## config.mk

```make
export PLATFORM = sky130hd
export DESIGN_NAME = bcd_counter_multi_flat
export DESIGN_NICKNAME = d
export VERILOG_FILES = /design/src/rtl/bcd_counter_multi_if.sv /design/src/rtl/bcd_counter_multi.sv /design/src/flat_wrapper.sv
export SDC_FILE = /design/constraint.sdc
export NUM_CORES = 1
export LEC_CHECK = 0
export ABC_AREA = 1
export CAP_MARGIN = 20
export CORE_MARGIN = 2
export CORE_UTILIZATION = 46
export CTS_CLUSTER_SIZE = 14
export DETAILED_ROUTE_END_ITERATION = 7
export PLACE_DENSITY_LB_ADDON = 0.1
export SLEW_MARGIN = 5
export SYNTH_ARGS = -nofsm -noshare
export SYNTH_HDL_FRONTEND = slang
export SYNTH_SLANG_ARGS = --single-unit
export TNS_END_PERCENT = 10
```

## constraint.sdc

```tcl
create_clock -name clk -period 3.5 [get_ports clk]
set_input_delay 0.525 -clock clk [delete_from_list [all_inputs] [get_ports clk]]
set_output_delay 0.525 -clock clk [all_outputs]
set_load 0.1 [all_outputs]
```

## src/rtl/bcd_counter_multi_if.sv

```systemverilog
// Handshake bundle for bcd_counter_multi: count controls, load path and status.
// The master modport drives the controls; the slave modport is the counter side.
interface bcd_counter_multi_if #(
  parameter int DIGITS = 4
);
  logic                  enable;
  logic                  up_down;
  logic                  load;
  logic [4*DIGITS-1:0]   load_value;
  logic [4*DIGITS-1:0]   Q;
  logic                  done;
  logic                  ovf;

  modport master (
    output enable, up_down, load, load_value,
    input  Q, done, ovf
  );

  modport slave (
    input  enable, up_down, load, load_value,
    output Q, done, ovf
  );
endinterface

```

## src/rtl/bcd_counter_multi.sv

```systemverilog
// Multi-decade BCD up/down counter with clamped parallel load, combinational terminal count and sticky ovf.
// Define BCD_CNT_SATURATE_EN to hold at the terminal state instead of wrapping.
module bcd_counter_multi #(
  parameter int DIGITS = 4
) (
  input  logic             clk,
  input  logic             reset,
  bcd_counter_multi_if.slave bus
);

  logic [4*DIGITS-1:0] countQ, countD;
  logic                ovfQ, ovfD;
  logic [4*DIGITS-1:0] stepValue;
  logic [4*DIGITS-1:0] loadClamped;
  logic                allNine, allZero, terminal;
  logic                chain;
  logic [3:0]          digit;

  // Ripple carry/borrow across decades: a digit moves only when every lower digit is at its limit.
  always_comb begin
    allNine     = 1'b1;
    allZero     = 1'b1;
    chain       = 1'b1;
    digit       = 4'd0;
    stepValue   = countQ;
    loadClamped = bus.load_value;
    for (int i = 0; i < DIGITS; i++) begin
      digit   = countQ[4*i +: 4];
      allNine = allNine & (digit == 4'd9);
      allZero = allZero & (digit == 4'd0);
      if (chain) begin
        if (bus.up_down) begin
          stepValue[4*i +: 4] = (digit == 4'd9) ? 4'd0 : digit + 4'd1;
        end else begin
          stepValue[4*i +: 4] = (digit == 4'd0) ? 4'd9 : digit - 4'd1;
        end
      end
      chain = chain & (bus.up_down ? (digit == 4'd9) : (digit == 4'd0));
      if (bus.load_value[4*i +: 4] > 4'd9) begin
        loadClamped[4*i +: 4] = 4'd9;
      end
    end
    terminal = bus.up_down ? allNine : allZero;
  end

  always_comb begin
    countD = countQ;
    ovfD   = ovfQ;
    if (bus.load) begin
      countD = loadClamped;
      ovfD   = 1'b0;
    end else if (bus.enable) begin
`ifdef BCD_CNT_SATURATE_EN
      if (terminal) begin
        ovfD = 1'b1;
      end else begin
        countD = stepValue;
      end
`else
      countD = stepValue;
      if (terminal) begin
        ovfD = 1'b1;
      end
`endif
    end
  end

  always_ff @(posedge clk) begin
    if (reset) begin
      countQ <= '0;
      ovfQ   <= 1'b0;
    end else begin
      countQ <= countD;
      ovfQ   <= ovfD;
    end
  end

  // done feeds the next cascaded stage, so it must see the terminal state without a register delay.
  assign bus.done = bus.enable & ~bus.load & ~reset & terminal;
  assign bus.Q    = countQ;
  assign bus.ovf  = ovfQ;

endmodule

```

## src/flat_wrapper.sv

```systemverilog
// flat-port wrapper written by rule: the top's interface ports become plain ports
module bcd_counter_multi_flat 
#(
  parameter int DIGITS = 4
)
  (clk, reset, bus_enable, bus_up_down, bus_load, bus_load_value, bus_Q, bus_done, bus_ovf);
  bcd_counter_multi_if #(.DIGITS(DIGITS)) bus_i ();
  input  logic clk;
  input  logic reset;
  input wire logic [$bits(bus_i.enable)-1:0] bus_enable;
  input wire logic [$bits(bus_i.up_down)-1:0] bus_up_down;
  input wire logic [$bits(bus_i.load)-1:0] bus_load;
  input wire logic [$bits(bus_i.load_value)-1:0] bus_load_value;
  output wire logic [$bits(bus_i.Q)-1:0] bus_Q;
  output wire logic [$bits(bus_i.done)-1:0] bus_done;
  output wire logic [$bits(bus_i.ovf)-1:0] bus_ovf;
  assign bus_i.enable = bus_enable;
  assign bus_i.up_down = bus_up_down;
  assign bus_i.load = bus_load;
  assign bus_i.load_value = bus_load_value;
  assign bus_Q = bus_i.Q;
  assign bus_done = bus_i.done;
  assign bus_ovf = bus_i.ovf;
  bcd_counter_multi #(.DIGITS(DIGITS)) u_core (.clk(clk), .reset(reset), .bus(bus_i));
endmodule
```

==> flow_metrics.py, run 1 <==
metrics = {
    "clocking": {
        "clkTransAtPathRegs_ns": 0.11,
        "insertion_delay_ns": 0.29,
        "cts-root-buf": "clkbuf_4",
        "ctsResizeCount": 0,
        "clockBufferDepth": 2,
        "post_cts_buffers": 0,
        "cts_sinks": 17,
        "postCtsHoldBufs": 0,
        "cts_buffers": 3,
        "htreeDepth": 1,
        "cts_tree": "done",
    },
    "drt": {
        "avgRoutedWirePerCell_um": 10.9,
        "vias": 1730,
        "post-route-drc-count": 0,
        "drt-total-wl_mm": 3.70,
        "drt_iter0_drc": 104,
        "vias_per_cell": 5.09,
        "drt_pass1_iterations": 4,
        "postRouteAntennaNets": 0,
    },
    "place": {
        "place_hpwl_mm": 2.87,
        "dp.cells": 336,
        "port_buffers": 38,
        "gp_congestion": 0.891,
    },
    "worst_setup_path": {
        "end_kind": "output port",
        "required_ns": 2.97,
        "path_max_fanout": 11,
        "crit_path_frequent_cell": "nand2_1",
        "slowest_delay_ns": 0.68,
        "critPathLaunchType": "input pin",
        "path_class": "in2out",
        "critPathArrivalTime_ns": 2.12,
        "cp_cell_sequence": "clkdlybuf4s50_1 -> buf_4 -> nand3_2 -> nor2_1 -> nand2_1 -> nand2_1 -> nand3_1 -> inv_1 -> buf_12",
        "cpMaxStageDelayCell": "clkdlybuf4s50_1",
    },
    "final_layout": {
        "layout-drive-gt1-share": 0.0507,
        "area_delta_synth_final_pct": 29.0,
        "instances_no_fill": 340,
        "nNetsFinal": 318,
        "diodes": 0,
    },
    "grt": {
        "gr-total-overflow": 0,
        "track_usage": 0.225,
        "grt_max_degree": 22,
        "grt_first_pass_wirelength_mm": 6.49,
        "antenna_found_initial": 0,
        "grt_pass1_vias": 1608,
    },
    "sta": {
        "fmax_mhz": 378,
        "fin_crit_ns": 2.65,
        "rsz0062_at_grt": "no",
        "setup_viol": 0,
        "finalClockSkew_ns": 0.00273,
        "relSlewSlack": 0.348,
        "min_period_over_period": 0.757,
        "setup_tns_ns": 0,
        "slew_violations": 0,
        "worstMarginPinSlew_ns": 0.975,
        "finalHoldViolations": 0,
    },
    "synth": {
        "synth_xor_area_frac": 0.0178,
        "yosys.area_share.simple": 0.396,
        "synth_cell_type_count": 30,
        "ys_seq_elements": 17,
        "syn_avg_cell_area_sq_um": 5.64,
        "syn_area_sq_um": 1480,
        "ys_seq_area_frac": 0.231,
        "postSynthCellCount": 262,
        "synthMuxAreaShare": 0,
        "ys.warnings.count": 0,
        "syn_nets": 283,
        "synth-adder-area-share": 0,
        "synth_top_family_by_area": "simple AND/OR/NAND/NOR gates",
        "synth-compound-area-share": 0.230,
    },
    "floorplanning": {
        "core-area_sq_um": 3050,
        "pin_count": 39,
        "dieArea_sq_um": 3680,
        "fp.dieH_um": 60.7,
        "initial_core_util": 0.484,
        "dieWidth_um": 60.7,
        "rows": 20,
    },
    "pwr": {
        "sequentialPowerShare": 0.362,
        "p_leak_nw": 0.885,
        "power_mw": 0.642,
        "clkPwrFrac": 0.170,
        "p_int_mw": 0.344,
        "p_comb_frac": 0.468,
        "switchingPower_mw": 0.298,
        "max-vdd-ir-drop_mv": 0.171,
        "powerDensity_nw_per_um2": 337,
        "switching_share": 0.464,
    },
    "run_status": {
        "status": "complete, no violations",
    },
    "job": {
        "maxCapViolCount": 0,
    },
    "worst_hold_path": {
        "hp-class": "reg2reg",
    },
}
[synth_stat cells]
master,n,area (sq um)
a22o_1,1,8.76
clkbuf_8,1,13.8
clkbuf_1,4,15.0
nand2_4,1,11.3
nand2_1,65,244
nor2_4,1,11.3
o211ai_1,4,30.0
a21oi_2,2,17.5
a21oi_1,16,80.1
clkbuf_2,1,5.00
o21ai_0,28,140
nor2_2,1,6.26
a31oi_1,4,25.0
nor3_1,3,15.0
o22ai_1,2,12.5
o311ai_0,1,8.76
xor2_1,3,26.3
dfxtp_1,17,340
inv_2,1,3.75
buf_4,1,7.51
nand2_2,1,6.26
a211oi_1,1,7.51
nand3_2,2,20.0
nor2_1,39,146
or2_2,1,6.26
inv_1,35,131
nand3_1,21,105
buf_2,2,10.0
a221oi_1,1,8.76
nand4_1,2,12.5
[per-layer routing]
| layer | up-vias | track usage | share of wire |
|---|---|---|---|
| met5 | - | 0 | 0 |
| met4 | 0 | 0.0528 | 0.0051 |
| met3 | 2 | 0.0235 | 0.055 |
| met2 | 44 | 0.387 | 0.47 |
| met1 | 760 | 0.302 | 0.47 |
| li1 | 924 | - | - |
[through the flow]
stage	util	hold WS [ns]	instance area, sq um	worst slack (ns)
3_3_place_gp	0.615	0.448	1880	0.853
4_1_cts	0.624	0.467	1900	0.853
6_report	0.624	0.462	1900	0.851
5_1_grt	0.624	0.490	1900	0.703
3_5_place_dp	0.615	0.445	1880	0.856
2_1_floorplan	-	0.680	1480	0.651
[cell usage in the layout, fill, tap and decap left out, drive strengths merged]
master / count
clkdlybuf4s50: 37
o21ai: 28
dfxtp: 17
inv: 36
o22ai: 2
a31oi: 4
o311ai: 1
clkbuf: 4
a211oi: 1
nand4: 2
a21oi: 18
xor2: 3
nor3: 3
or2: 1
buf: 2
nor2: 41
a221oi: 1
a22o: 1
nand2: 67
nand3: 23
o211ai: 4
[kinds of logic after synthesis]
logic type	count (synthesis)
AOI/OAI and AO/OA	60
xor gates and xnor gates	3
buffers and inverters	45
DFF	17
and+or+nand+nor	137
[flip-flops by register name, indices dropped and copies added, names as in the netlist]
| register | flops |
|---|---|
| u_core.bus.Q | 16 |
| u_core.bus.ovf | 1 |
[worst max-delay path: cells and delay by family]
family | cells | cell delay [ns]
buffers and inverters | 4 | 1.21
AND/OR/NAND/NOR | 5 | 0.39
[worst paths after layout]
| path | start | to | slack, ns | depth (start not counted) |
|---|---|---|---|---|
| setup / recovery | bus_up_down | bus_done | 0.85 | 9 |
| hold / removal | u_core.bus.ovf | u_core.bus.ovf | 0.46 | 2 |
| setup reg to reg | u_core.bus.Q[3] | u_core.bus.Q[10] | 1.94 | 9 |
| hold reg to reg | u_core.bus.ovf | u_core.bus.ovf | 0.46 | 2 |
[area by class of cell]
cell class | count | area [sq um]
Fill cell | 312 | 1150
Multi-Input combinational cell | 200 | 950
Timing Repair Buffer | 39 | 398
Sequential cell | 17 | 340
Inverter | 36 | 135
Tap cell | 44 | 55.1
Clock buffer | 4 | 26.3
[power groups by stage]
stage                     registers, mW  logic, mW  clock network, mW
after floorplan                   0.335      0.124                  0
after global placement            0.237      0.298                  0
after detailed placement          0.237      0.300                  0
after CTS                         0.232      0.300              0.115
after global routing              0.236      0.329              0.121
final                             0.232      0.300              0.109
Power figures use the tool's default switching activity.
==> inputs of run 2 (changes only) <==
Settings changed: CORE_UTILIZATION 46 to 44.
Clock period 3.5 ns to 2.2 ns, I/O delays scaled along.
==> run 2 against run 1 <==
Design area rose by 2.4%. Worst hold slack improved by 0.0018 ns. Critical path depth fell by 1. Combinational power rose by 62%. Wire length rose by 4.9%. Non-clock buffer count rose by 7. Largest power group unchanged. Clock skew rose by 0.0036 ns. Utilization fell by 3.0 points. Global-route usage fell by 1.0 points. Die area rose by 4.2%.
==> flow_metrics.py, run 2 (synthesized netlist as in run 1, its figures left out) <==
metrics = {
    "floorplanning": {
        "initial_core_util": 0.450,
        "dieWidth_um": 61.9,
        "core-area_sq_um": 3280,
        "rows": 21,
        "pin_count": 39,
        "fp.dieH_um": 61.9,
        "dieArea_sq_um": 3830,
    },
    "clocking": {
        "clockBufferDepth": 2,
        "cts_buffers": 3,
        "clkTransAtPathRegs_ns": 0.11,
        "cts_sinks": 17,
        "cts-root-buf": "clkbuf_4",
        "post_cts_buffers": 0,
        "cts_tree": "done",
        "htreeDepth": 1,
        "insertion_delay_ns": 0.30,
    },
    "final_layout": {
        "layout-drive-gt1-share": 0.195,
        "final_cell_mix": "nand2_1 (65), nor2_1 (37), inv_1 (34)",
        "multi_input_area_sq_um": 960,
        "diodes": 0,
        "final_common_cell": "nand2_1",
        "utilization": 0.594,
        "n_fill_cell": 346,
        "area_delta_synth_final_pct": 32.1,
        "largest_register_ffs": 16,
        "nNetsFinal": 325,
        "final-seq-area_sq_um": 360,
    },
    "worst_setup_path": {
        "crit_path_frequent_cell": "nand3_1",
        "path_class": "reg2out",
        "critPathLaunchType": "flip-flop",
        "ff2ff_setup_slack_ns": 0.71,
        "end_kind": "output port",
        "critPathBufInv": 2,
        "required_ns": 1.87,
        "cp_cell_sequence": "nor2_2 -> nand3_2 -> nor3_1 -> nand3_1 -> nand2_1 -> nand3_1 -> clkinvlp_4 -> buf_12",
        "slowest_delay_ns": 0.37,
        "critical-path-top-delay-family": "simple AND/OR/NAND/NOR gates",
        "cpMaxStageDelayCell": "dfxtp_2",
        "path_max_fanout": 6,
        "critPathArrivalTime_ns": 1.73,
    },
    "sta": {
        "fin_crit_ns": 2.06,
        "worstMarginPinSlew_ns": 0.447,
        "slew_violations": 0,
        "setup_tns_ns": 0,
        "fmax_mhz": 486,
        "setup_viol": 0,
        "min_period_over_period": 0.935,
        "worst_hold_slack_ns": 0.464,
        "finalHoldViolations": 0,
        "relSlewSlack": 0.702,
        "finalClockSkew_ns": 0.00636,
        "rsz0062_at_grt": "no",
        "timing.final.ws_setup_ns": 0.143,
    },
    "pwr": {
        "sequentialPowerShare": 0.363,
        "p_leak_nw": 0.945,
        "max-vdd-ir-drop_mv": 0.339,
        "switchingPower_mw": 0.482,
        "p_int_mw": 0.557,
        "clkPwrFrac": 0.169,
        "powerDensity_nw_per_um2": 533,
        "p_comb_frac": 0.468,
        "switching_share": 0.464,
    },
    "drt": {
        "vias": 1781,
        "drt_pass1_iterations": 4,
        "postRouteAntennaNets": 0,
        "drt-total-wl_mm": 3.88,
        "vias_per_cell": 5.10,
        "avgRoutedWirePerCell_um": 11.1,
        "drt_iter0_drc": 109,
        "post-route-drc-count": 0,
    },
    "place": {
        "place_hpwl_mm": 3.00,
        "gp_congestion": 0.851,
        "post-place-ws_ns": 0.257,
        "port_buffers": 38,
    },
    "grt": {
        "grt_pass1_vias": 1539,
        "gr-total-overflow": 0,
        "grt_first_pass_wirelength_mm": 6.28,
        "antenna_found_initial": 0,
        "grt_max_degree": 18,
        "track_usage": 0.215,
    },
    "job": {
        "maxCapViolCount": 0,
    },
    "run_status": {
        "status": "complete, no violations",
    },
    "worst_hold_path": {
        "hp-class": "reg2reg",
    },
}
==> run 2: cell types whose count changed in the layout (fill, tap and decap cells not counted), moves of 2 or more <==
cell and change:
dfxtp_1 -16, buf_4 +24, nor2_1 -2, clkdlybuf4s50_1 -17, dfxtp_2 +16, nor2_2 +2
==> run 2: worst min-delay path, delay by kind of cell, from the launching register on <==
family | cells | cell delay (ns)
flops | 1 | 0.33
simple gates | 2 | 0.11
==> run 2: timing repair <==
item	4_1_cts	5_1_grt
hold buffers	0	0
gates resized for setup	0	3
setup endpoints to repair	0	1
==> run 2: per-stage QoR <==
step,power (mW),cells,area [sq um]
2_1_floorplan,0.736,262,1500
3_3_place_gp,0.862,345,1910
3_5_place_dp,0.864,345,1910
4_1_cts,1.04,349,1940
5_1_grt,1.10,349,1950
6_report,1.04,349,1950
==> run 2: worst paths after layout <==
kind,start,endpoint,depth (start not counted)
max,u_core.bus.Q[4],bus_done,8
min,u_core.bus.ovf,u_core.bus.ovf,2
max reg2reg,u_core.bus.Q[0],u_core.bus.Q[9],8
min reg2reg,u_core.bus.ovf,u_core.bus.ovf,2
==> run 2: cell type report <==
cell class | instances | share of cell area
clock buffer | 4 | 0.0135
inverter | 36 | 0.0712
multi-input combinational | 200 | 0.492
sequential | 17 | 0.185
tap | 46 | 0.0295
timing repair buffer | 46 | 0.209
==> run 2: power groups by stage <==
stage | sequential, mW | clock (mW) | combinational [mW]
after floorplan | 0.540 | 0 | 0.196
after global placement | 0.383 | 0 | 0.480
after detailed placement | 0.382 | 0 | 0.481
after CTS | 0.375 | 0.181 | 0.483
after global routing | 0.383 | 0.193 | 0.528
final | 0.377 | 0.176 | 0.486
==> run 2: per-layer routing <==
| layer | global-route usage | routed length, um |
|---|---|---|
| met4 | 0.0608 | 42 |
| met5 | 0 | 0 |
| met2 | 0.359 | 1760 |
| met1 | 0.288 | 1890 |
| met3 | 0.0311 | 190 |
